<file path="src/rtl/serial_word_feeder.sv">
// Serialises handshaked parallel words onto SI/LR for a downstream left/right
// shift register, with an optional idle gap between words and a sent-word counter.
module serial_word_feeder #(
  parameter int   WIDTH   = 8,
  parameter int   GAP     = 0,
  parameter logic IDLE_SI = 1'b0
) (
  input  logic             clk,
  input  logic             rst_n,
  input  logic [WIDTH-1:0] din,
  input  logic             din_lr,
  input  logic             din_valid,
  output logic             din_ready,
  output logic             SI,
  output logic             LR,
  output logic             busy,
  output logic             done,
  output logic [15:0]      word_cnt
);

  localparam int BW = $clog2(WIDTH);
  localparam int GW = (GAP > 1) ? $clog2(GAP) : 1;
  localparam logic [BW-1:0] BIT_LAST = BW'(WIDTH - 1);
  localparam logic [GW-1:0] GAP_LAST = GW'((GAP > 0) ? GAP - 1 : 0);

  typedef enum logic [1:0] {
    ST_IDLE,
    ST_SHIFT,
    ST_GAP
  } state_t;

  state_t           state_q, state_d;
  logic [BW-1:0]    bit_cnt_q, bit_cnt_d;
  logic [GW-1:0]    gap_cnt_q, gap_cnt_d;
  logic [WIDTH-1:0] word_q, word_d;
  logic             si_q, si_d;
  logic             lr_q, lr_d;
  logic [15:0]      word_cnt_q, word_cnt_d;

  logic last_bit;
  logic last_gap;
  logic accept;

  assign last_bit = (state_q == ST_SHIFT) && (bit_cnt_q == BIT_LAST);
  assign last_gap = (state_q == ST_GAP) && (gap_cnt_q == GAP_LAST);
  assign accept   = din_valid && din_ready;

  always_ff @(posedge clk or negedge rst_n) begin
    if (!rst_n) begin
      state_q <= ST_IDLE;
    end else begin
      state_q <= state_d;
    end
  end

  // An accept can only happen in IDLE or in the final cycle of a frame,
  // so it always restarts SHIFT regardless of the current state.
  always_comb begin
    state_d = state_q;
    if (accept) begin
      state_d = ST_SHIFT;
    end else if (last_bit) begin
      state_d = (GAP > 0) ? ST_GAP : ST_IDLE;
    end else if (last_gap) begin
      state_d = ST_IDLE;
    end
  end

  always_comb begin
    din_ready = rst_n && ((state_q == ST_IDLE) || (last_bit && (GAP == 0)) || last_gap);
    busy      = (state_q != ST_IDLE);
    done      = last_bit;
  end

  // The word register is pre-shifted on capture because the first bit is
  // loaded into SI directly from din at the accept edge.
  always_comb begin
    word_d     = word_q;
    bit_cnt_d  = bit_cnt_q;
    lr_d       = lr_q;
    si_d       = IDLE_SI;
    gap_cnt_d  = (state_q == ST_GAP) ? gap_cnt_q + 1'b1 : '0;
    word_cnt_d = last_bit ? word_cnt_q + 16'd1 : word_cnt_q;
    if (accept) begin
      word_d    = din_lr ? (din >> 1) : (din << 1);
      si_d      = din_lr ? din[0] : din[WIDTH-1];
      lr_d      = din_lr;
      bit_cnt_d = '0;
    end else if ((state_q == ST_SHIFT) && !last_bit) begin
      si_d      = lr_q ? word_q[0] : word_q[WIDTH-1];
      word_d    = lr_q ? (word_q >> 1) : (word_q << 1);
      bit_cnt_d = bit_cnt_q + 1'b1;
    end
  end

  always_ff @(posedge clk or negedge rst_n) begin
    if (!rst_n) begin
      bit_cnt_q  <= '0;
      gap_cnt_q  <= '0;
      word_q     <= '0;
      si_q       <= IDLE_SI;
      lr_q       <= 1'b0;
      word_cnt_q <= '0;
    end else begin
      bit_cnt_q  <= bit_cnt_d;
      gap_cnt_q  <= gap_cnt_d;
      word_q     <= word_d;
      si_q       <= si_d;
      lr_q       <= lr_d;
      word_cnt_q <= word_cnt_d;
    end
  end

  assign SI       = si_q;
  assign LR       = lr_q;
  assign word_cnt = word_cnt_q;

endmodule

</file>
<file path="config.mk">
export PLATFORM = sky130hd
export DESIGN_NAME = serial_word_feeder
export DESIGN_NICKNAME = d
export VERILOG_FILES = /design/src/rtl/serial_word_feeder.sv
export SDC_FILE = /design/constraint.sdc
export NUM_CORES = 1
export LEC_CHECK = 0
export CORE_MARGIN = 8
export CORE_UTILIZATION = 49
export CTS_BUF_LIST = sky130_fd_sc_hd__clkbuf_4 sky130_fd_sc_hd__clkbuf_8
export CTS_CLUSTER_DIAMETER = 120
export DETAILED_ROUTE_END_ITERATION = 8
export DONT_BUFFER_PORTS = 1
export GPL_TIMING_DRIVEN = 0
export MAX_ROUTING_LAYER = met4
export SYNTH_ARGS = -nofsm -noshare
export SYNTH_HDL_FRONTEND = slang
export SYNTH_SLANG_ARGS = --single-unit
</file>
<file path="constraint.sdc">
create_clock -name clk -period 2.25 [get_ports clk]
set_input_delay 0.3375 -clock clk [delete_from_list [all_inputs] [get_ports clk]]
set_output_delay 0.3375 -clock clk [all_outputs]
set_load 0.02 [all_outputs]
</file>
# After elaboration in Yosys (flattened, before gate mapping)
# Index checks and enable logic that the tools add are counted.
# word_totals
regBits,32
in_bits,12
elab_cells,40
# op_classes
addsub,3
eq_ne,3
muxes,14
bitwise_logic,1
reduce_logical,12
# ops
op,n
8-bit two-way mux,4
"16-bit by 1-bit adder with 16-bit output, second input constant",1
2-bit two-way mux,3
3-bit two-way mux,2
1-bit logical AND,5
1-bit two-way mux,5
2-bit nonzero test,2
"3-bit by 1-bit adder with 3-bit output, second input constant",1
"3-bit equality test, second input constant",1
3-bit nonzero test,1
"2-bit by 1-bit equality test with 1-bit output, second input constant",1
"2-bit equality test, second input constant",1
2-bit zero test,1
1-bit logical OR,2
"1-bit adder, second input constant",1
1-bit zero test,1
1-bit NOT,1

# Depth between registers and ports, before layout
# Gate-level depths: netlist (run 1).
# depth
depth_word,7
ltp_mapped,7

# Worst setup path after synthesis (run 1)
# OpenSTA, ideal clock, no wires.
# synth_path
path_kind,reg2out
startpoint,register bit_cnt_q[0]
endpoint,output port din_ready
t_arrival_ns,1.405
t_required_ns,1.913
slack_ns,0.507
stages_incl_launch_ff,6
path_buffers,1
path_cell_list,dfrtp_1 ha_1 ha_1 nand2b_2 clkbuf_1 and2_1
# synth_via
elab_chain_cells,5
# synth_lines
item,line,rtl
start: declaration,33,"logic [BW-1:0] bit_cnt_q, bit_cnt_d;"
start signal: assignment,105,bit_cnt_q <= bit_cnt_d;
3-bit equality test,44,assign last_bit = (state_q == ST_SHIFT) && (bit_cnt_q == BIT_LAST);
1-bit logical AND,44,
1-bit logical OR (2 in series),70,din_ready = rst_n && ((state_q == ST_IDLE) || (last_bit && (GAP == 0)) || last_gap);
1-bit logical AND,70,
end: declaration,13,"output logic din_ready,"
# Every way passes these cells.

# Final worst setup path (run 1)
# Same ends and word-level chain as after synthesis.

==> reports/metrics.cfg, run 1 <==
[status]
status = finished, final reports clean

[cells_and_area]
drive_above_1_share_pct = 12.77
final_util_pct = 54.32
num_antenna_cells = 0
area_growth_pct = 9.949
nets = 155

[clock_network]
cts_buffer_depth = 2
tritoncts = done
clock_tree.root_cell = clkbuf_4
cts_resized = 0
insertion_delay_ns = 0.33
clock-sinks = 30
htreeDepth = 2
clkTransAtPathRegs_ns = 0.09
cts_buffers = 5
post_cts_buffers = 0

[min_path]
worstHoldStart = din[6]
hold_path_end = word_q[7]$_DFFE_PN0P_
min_path_cells = 2
hold_class = in -> reg

[die]
die_width_um = 70.57
rows = 20
num_io_pins = 33
die_area_um2 = 4979
core_region_area_um2 = 2953
die_y_um = 70.57
start_util_pct = 49.41

[timing]
tightest_slew_ns = 0.6087
worst_slack_ns = 0.1433
finalCritPeriodShare_pct = 93.63
drv_slew = 0
setup-violations-final = 0
tns_ns = 0
finClkSkew_ns = 0.01086
fmax_mhz = 474.7
rsz0062_at_grt = no
hold_violations = 0
fin_crit_ns = 2.107
slew_headroom_pct = 59.42

[logic_synthesis]
ys.warnings.count = 0
synth_area_leaders = dfrtp_1, mux2i_1, xnor2_1
synth_edf_count = 0
yosysTopAreaCell = dfrtp_1
avgSynthCellArea_um2 = 11.05
synthArstFlopShare_pct = 100.0
synth_nets = 147
netlist_area_um2 = 1459
ys_types = 29
ys.flop_type = dfrtp_1
ys_seq_area_share_pct = 51.46
yosysMostFrequentCell = dfrtp_1
synth_top_area_share_pct = 51.46
syn_inst = 132
synth_seq_cells = 30
yosys-top-cells-count = dfrtp_1, nand2_1, mux2i_1, xnor2_1, nand3_1

[global_route]
met3_usage_pct = 4.096
first_global_vias = 1031
grt_pass1_wl_um = 5037
antenna_found_initial = 0
use_met2_pct = 20.31
grt_usage_pct = 13.05
grt_max_degree = 31
grt-ovfl-total = 0
grt-busiest-layer = met2
grt_use_met1_pct = 14.97

[routing]
routed_wl_um = 2899
dr.pass1.iters = 4
drc_errors = 0
antenna_left = 0
wl_per_cell_um = 16.66
vias_per_cell = 5.707
vias = 993
drt_iter0_drc = 39

[critical_path]
crit_chain = ha_1 > ha_1 > nand2b_2 > and2_1
critPathMaxStageDelay_ns = 0.40
reg2reg_from = bit_cnt_q[0]$_DFFE_PN0P_
cp_max_fo = 15
crit_required_ns = 1.91
path_class = reg -> out
r2r_slack_ns = 0.30
ff2ff_path_depth = 6
arrival_ns = 1.77
crit_path_frequent_cell = ha_1
regToRegEndpoint = word_q[2]$_DFFE_PN0P_
critPathCaptureType = primary output
critical-path-slowest-cell = dfrtp_1
worstSetupStartpointType = flop

[place]
dp_slack_ns = 0.3182
place_hpwl_um = 2154
io_buffers = 0
place_congestion = 0.8023

[pwr]
leakagePower_nw = 0.7433
power_mw = 1.809
power_density_nw_per_um2 = 1128
ir_worst_vdd_uv = 659.2

[job]
max-cap-violations = 0

[kinds of logic after synthesis]
| family | count (synthesis) | share of synthesized area, % |
|---|---|---|
| flops | 30 | 51.46 |
| fa+ha+maj | 3 | 2.573 |
| mux | 15 | 10.38 |
| simple gates | 46 | 17.41 |
| buf+inv | 8 | 2.315 |
| compound gates | 15 | 6.861 |
| xor+xnor | 15 | 9.005 |
[metrics by stage]
step                      cell area (um2)  hold slack (ns)  instances
final                                1604           0.2026        174
after global routing                 1604           0.1990        174
after detailed placement             1500          0.04278        165
after floorplan                      1459          0.04191        132
after CTS                            1604           0.1932        174
after global placement               1500          0.04278        165
[per-layer routing]
metal,vias up,wire length (um)
li1,480,-
met1,487,1252
met2,20,1430
met3,6,172
met4,0,44
met5,-,0
[state kept, by name (all words and copies together), names as in the netlist]
register	count
word_cnt	16
LR	1
SI	1
word_q	8
bit_cnt_q	3
state_q	1
[power by group]
part | internal, mW | switching, mW
clock network | 0.230 | 0.192
registers | 0.678 | 0.199
logic | 0.218 | 0.290
[worst max path at each step]
stage	start	end	slack, ns	cells after the start
after floorplan	bit_cnt_q[0]$_DFFE_PN0P_	din_ready	0.51	5
after global placement	bit_cnt_q[0]$_DFFE_PN0P_	din_ready	0.30	5
after detailed placement	bit_cnt_q[0]$_DFFE_PN0P_	din_ready	0.32	5
after CTS	bit_cnt_q[0]$_DFFE_PN0P_	din_ready	0.12	4
after global routing	bit_cnt_q[0]$_DFFE_PN0P_	din_ready	0.02	4
final	bit_cnt_q[0]$_DFFE_PN0P_	din_ready	0.14	4
[cell usage in the layout (no fill, tap or decap), types with 2 or more instances in the layout]
| master | count |
|---|---|
| a21oi_1 | 5 |
| and2_1 | 3 |
| buf_2 | 2 |
| clkbuf_4 | 5 |
| clkinv_2 | 2 |
| dfrtp_1 | 30 |
| ha_1 | 3 |
| inv_1 | 3 |
| mux2i_1 | 14 |
| nand2_1 | 20 |
| nand3_1 | 9 |
| nand4_1 | 4 |
| nor2_1 | 2 |
| o221ai_1 | 6 |
| xnor2_1 | 12 |
| xor2_1 | 3 |
[cell type report]
class	count	area (um2)
Inverter	3	11.26
Multi-Input combinational cell	94	674.4
Sequential cell	30	750.7
Fill cell	272	1349
Clock inverter	3	40.04
Tap cell	33	41.29
Timing Repair Buffer	2	30.03
Clock buffer	5	37.54
Buffer	4	18.77
[worst max-delay path, delay by kind of cell, from the launching register on]
family	cells	cell delay [ns]
and+or+nand+nor	2	0.63
adders and majority gates	2	0.42
DFF	1	0.40
[repair_timing]
item	CTS	global route
endpoints found under the setup margin	1	0
hold buffers	2	0
hold endpoints to repair	30	0
Power figures use the tool's default switching activity.
==> run 2: changes to the inputs <==
--- a/config.mk
+++ b/config.mk
@@ -11,7 +11,6 @@
 export CTS_CLUSTER_DIAMETER = 120
 export DETAILED_ROUTE_END_ITERATION = 8
 export DONT_BUFFER_PORTS = 1
-export GPL_TIMING_DRIVEN = 0
 export MAX_ROUTING_LAYER = met4
 export SYNTH_ARGS = -nofsm -noshare
 export SYNTH_HDL_FRONTEND = slang
==> run 2 against run 1 <==
Cell count decreased by 2.3%; clock skew is 0.0025 ns higher; routed wire length down 1.0%; power down 6.1%.
==> reports/metrics.cfg, run 2 (synthesis gave the netlist of run 1 again) <==
[status]
status = finished, final reports clean  ; unchanged

[place]
place_hpwl_um = 2040  ; was 2154 um
io_buffers = 0  ; unchanged
postPlaceCellArea_um2 = 1478  ; was 1500 um2
place_congestion = 0.7296  ; was 0.8023

[cells_and_area]
fillers = 265  ; was 272
num_antenna_cells = 0  ; unchanged
layout_commonest_cell = dfrtp_1  ; unchanged
finish.instance_area_um2 = 1572  ; was 1604 um2
nets = 151  ; was 155
most-common-layout-cells = dfrtp_1, nand2_1, mux2i_1  ; unchanged
area_growth_pct = 7.719  ; was 9.949%
largest_reg_flops = 16  ; unchanged
drive_above_1_share_pct = 10.95  ; was 12.77%

[die]
core_region_area_um2 = 2953  ; unchanged
die_area_um2 = 4979  ; unchanged
start_util_pct = 49.41  ; unchanged
rows = 20  ; unchanged
die_width_um = 70.57  ; unchanged
num_io_pins = 33  ; unchanged
die_y_um = 70.57  ; unchanged

[critical_path]
r2r_slack_ns = 0.31  ; was 0.30 ns
critPathCaptureType = primary output  ; unchanged
ff2ff_path_depth = 6  ; unchanged
crit_required_ns = 1.91  ; about the same
crit_path_frequent_cell = ha_1  ; unchanged
cp_max_fo = 15  ; unchanged
path_class = reg -> out  ; unchanged
critical-path-slowest-cell = dfrtp_1  ; unchanged
crit_end = din_ready  ; unchanged
crit_path_start = bit_cnt_q[0]$_DFFE_PN0P_  ; unchanged
critPathMaxStageDelay_ns = 0.40  ; about the same
crit_chain = ha_1 > ha_1 > nand2b_2 > and2_1  ; unchanged
arrival_ns = 1.77  ; about the same
worstSetupStartpointType = flop  ; unchanged
reg2reg_from = bit_cnt_q[0]$_DFFE_PN0P_  ; unchanged
regToRegEndpoint = word_q[0]$_DFFE_PN0P_  ; was word_q[2]$_DFFE_PN0P_

[pwr]
ir_worst_vdd_uv = 550.4  ; was 659.2 uV
power_density_nw_per_um2 = 1081  ; was 1128 nW/um2
leakagePower_nw = 0.7247  ; was 0.7433 nW

[timing]
slew_headroom_pct = 57.69  ; was 59.42%
tns_ns = 0  ; unchanged
hold_violations = 0  ; unchanged
fmax_mhz = 474.5  ; was 474.7 MHz
finalCritPeriodShare_pct = 93.66  ; was 93.63%
finClkSkew_ns = 0.01340  ; was 0.01086 ns
drv_slew = 0  ; unchanged
tightest_slew_ns = 0.6347  ; was 0.6087 ns
setup-violations-final = 0  ; unchanged
fin_crit_ns = 2.107  ; about the same
rsz0062_at_grt = no  ; unchanged

[clock_network]
post_cts_buffers = 0  ; unchanged
cts_resized = 0  ; unchanged
cts_buffer_depth = 2  ; unchanged
cts_buffers = 5  ; unchanged
tritoncts = done  ; unchanged
insertion_delay_ns = 0.33  ; about the same
htreeDepth = 2  ; unchanged
clkTransAtPathRegs_ns = 0.09  ; about the same
clock-sinks = 30  ; unchanged
clock_tree.root_cell = clkbuf_4  ; unchanged

[global_route]
grt_max_degree = 31  ; unchanged
antenna_found_initial = 0  ; unchanged
first_global_vias = 975  ; was 1031
grt_pass1_wl_um = 4698  ; was 5037 um
grt_usage_pct = 12.52  ; was 13.05%
grt-ovfl-total = 0  ; unchanged

[routing]
drt_iter0_drc = 68  ; was 39
dr.pass1.iters = 4  ; unchanged
vias = 987  ; was 993
antenna_left = 0  ; unchanged
routed_wl_um = 2870  ; was 2899 um
wl_per_cell_um = 16.88  ; was 16.66 um
vias_per_cell = 5.806  ; was 5.707
drc_errors = 0  ; unchanged

[job]
max-cap-violations = 0  ; unchanged

[min_path]
hold_class = in -> reg  ; unchanged

run 2: cell count changes in the layout (fill, tap and decap cells not counted), sizes merged:
cell / change
bufinv: -1
buf: -2
clkinv: -1
run 2: power by group:
group / internal [mW] / leakage, nW / switching, mW
clock network: 0.163 / 0.0387 / 0.181
registers: 0.678 / 0.395 / 0.229
logic: 0.209 / 0.291 / 0.238
total: 1.05 / 0.725 / 0.649
run 2: what timing repair did:
item	4_1_cts	5_1_grt
hold endpoints to repair	30	0
endpoints found under the setup margin	0	0
hold buffers	2	0
run 2: area by class of cell:
class | instances | area [um2] | share of cell area (%)
Sequential cell | 30 | 750.7 | 47.77
Clock buffer | 7 | 58.81 | 3.742
Inverter | 3 | 11.26 | 0.7166
Clock inverter | 1 | 5.005 | 0.3185
Tap cell | 33 | 41.29 | 2.627
Multi-Input combinational cell | 94 | 674.4 | 42.91
Timing Repair Buffer | 2 | 30.03 | 1.911
run 2: routing by layer:
metal	vias to the layer above	wire length (um)	part of all wire, %	GRT usage, %
met4	0	66	2.3	7.621
met3	7	208	7.2	4.379
met5	-	0	0	-
met1	464	1176	41	14.10
li1	479	-	-	-
met2	37	1418	49	18.76
run 2: worst max-delay path, delay by kind of cell, from the launching register on:
kind          cells  cell delay, ns
simple gates      2            0.63
fa+ha+maj         2            0.42
flops             1            0.40
run 2: worst min path at each step:
stage               depth (start not counted)   start                       to  slack, ns
finish                                      2  din_lr           LR$_DFFE_PN0P_       0.16
global route                                2  din_lr           LR$_DFFE_PN0P_       0.16
CTS                                         2  din_lr           LR$_DFFE_PN0P_       0.15
detailed placement                          0   rst_n  word_cnt[7]$_DFFE_PN0P_       0.04
global placement                            0   rst_n  word_cnt[7]$_DFFE_PN0P_       0.04
floorplan                                   0   rst_n           LR$_DFFE_PN0P_       0.04
run 2: metrics by stage:
| stage | power, mW | utilization [%] | worst slack [ns] | hold WS [ns] | instances |
|---|---|---|---|---|---|
| 2_1_floorplan | 1.261 | - | 0.5073 | 0.04191 | 132 |
| 3_3_place_gp | 1.346 | 50.04 | 0.3775 | 0.04278 | 160 |
| 3_5_place_dp | 1.358 | 50.04 | 0.3072 | 0.04278 | 160 |
| 4_1_cts | 1.720 | 53.22 | 0.1277 | 0.1513 | 170 |
| 5_1_grt | 1.828 | 53.22 | 0.05373 | 0.1568 | 170 |
| 6_report | 1.698 | 53.22 | 0.1426 | 0.1645 | 170 |
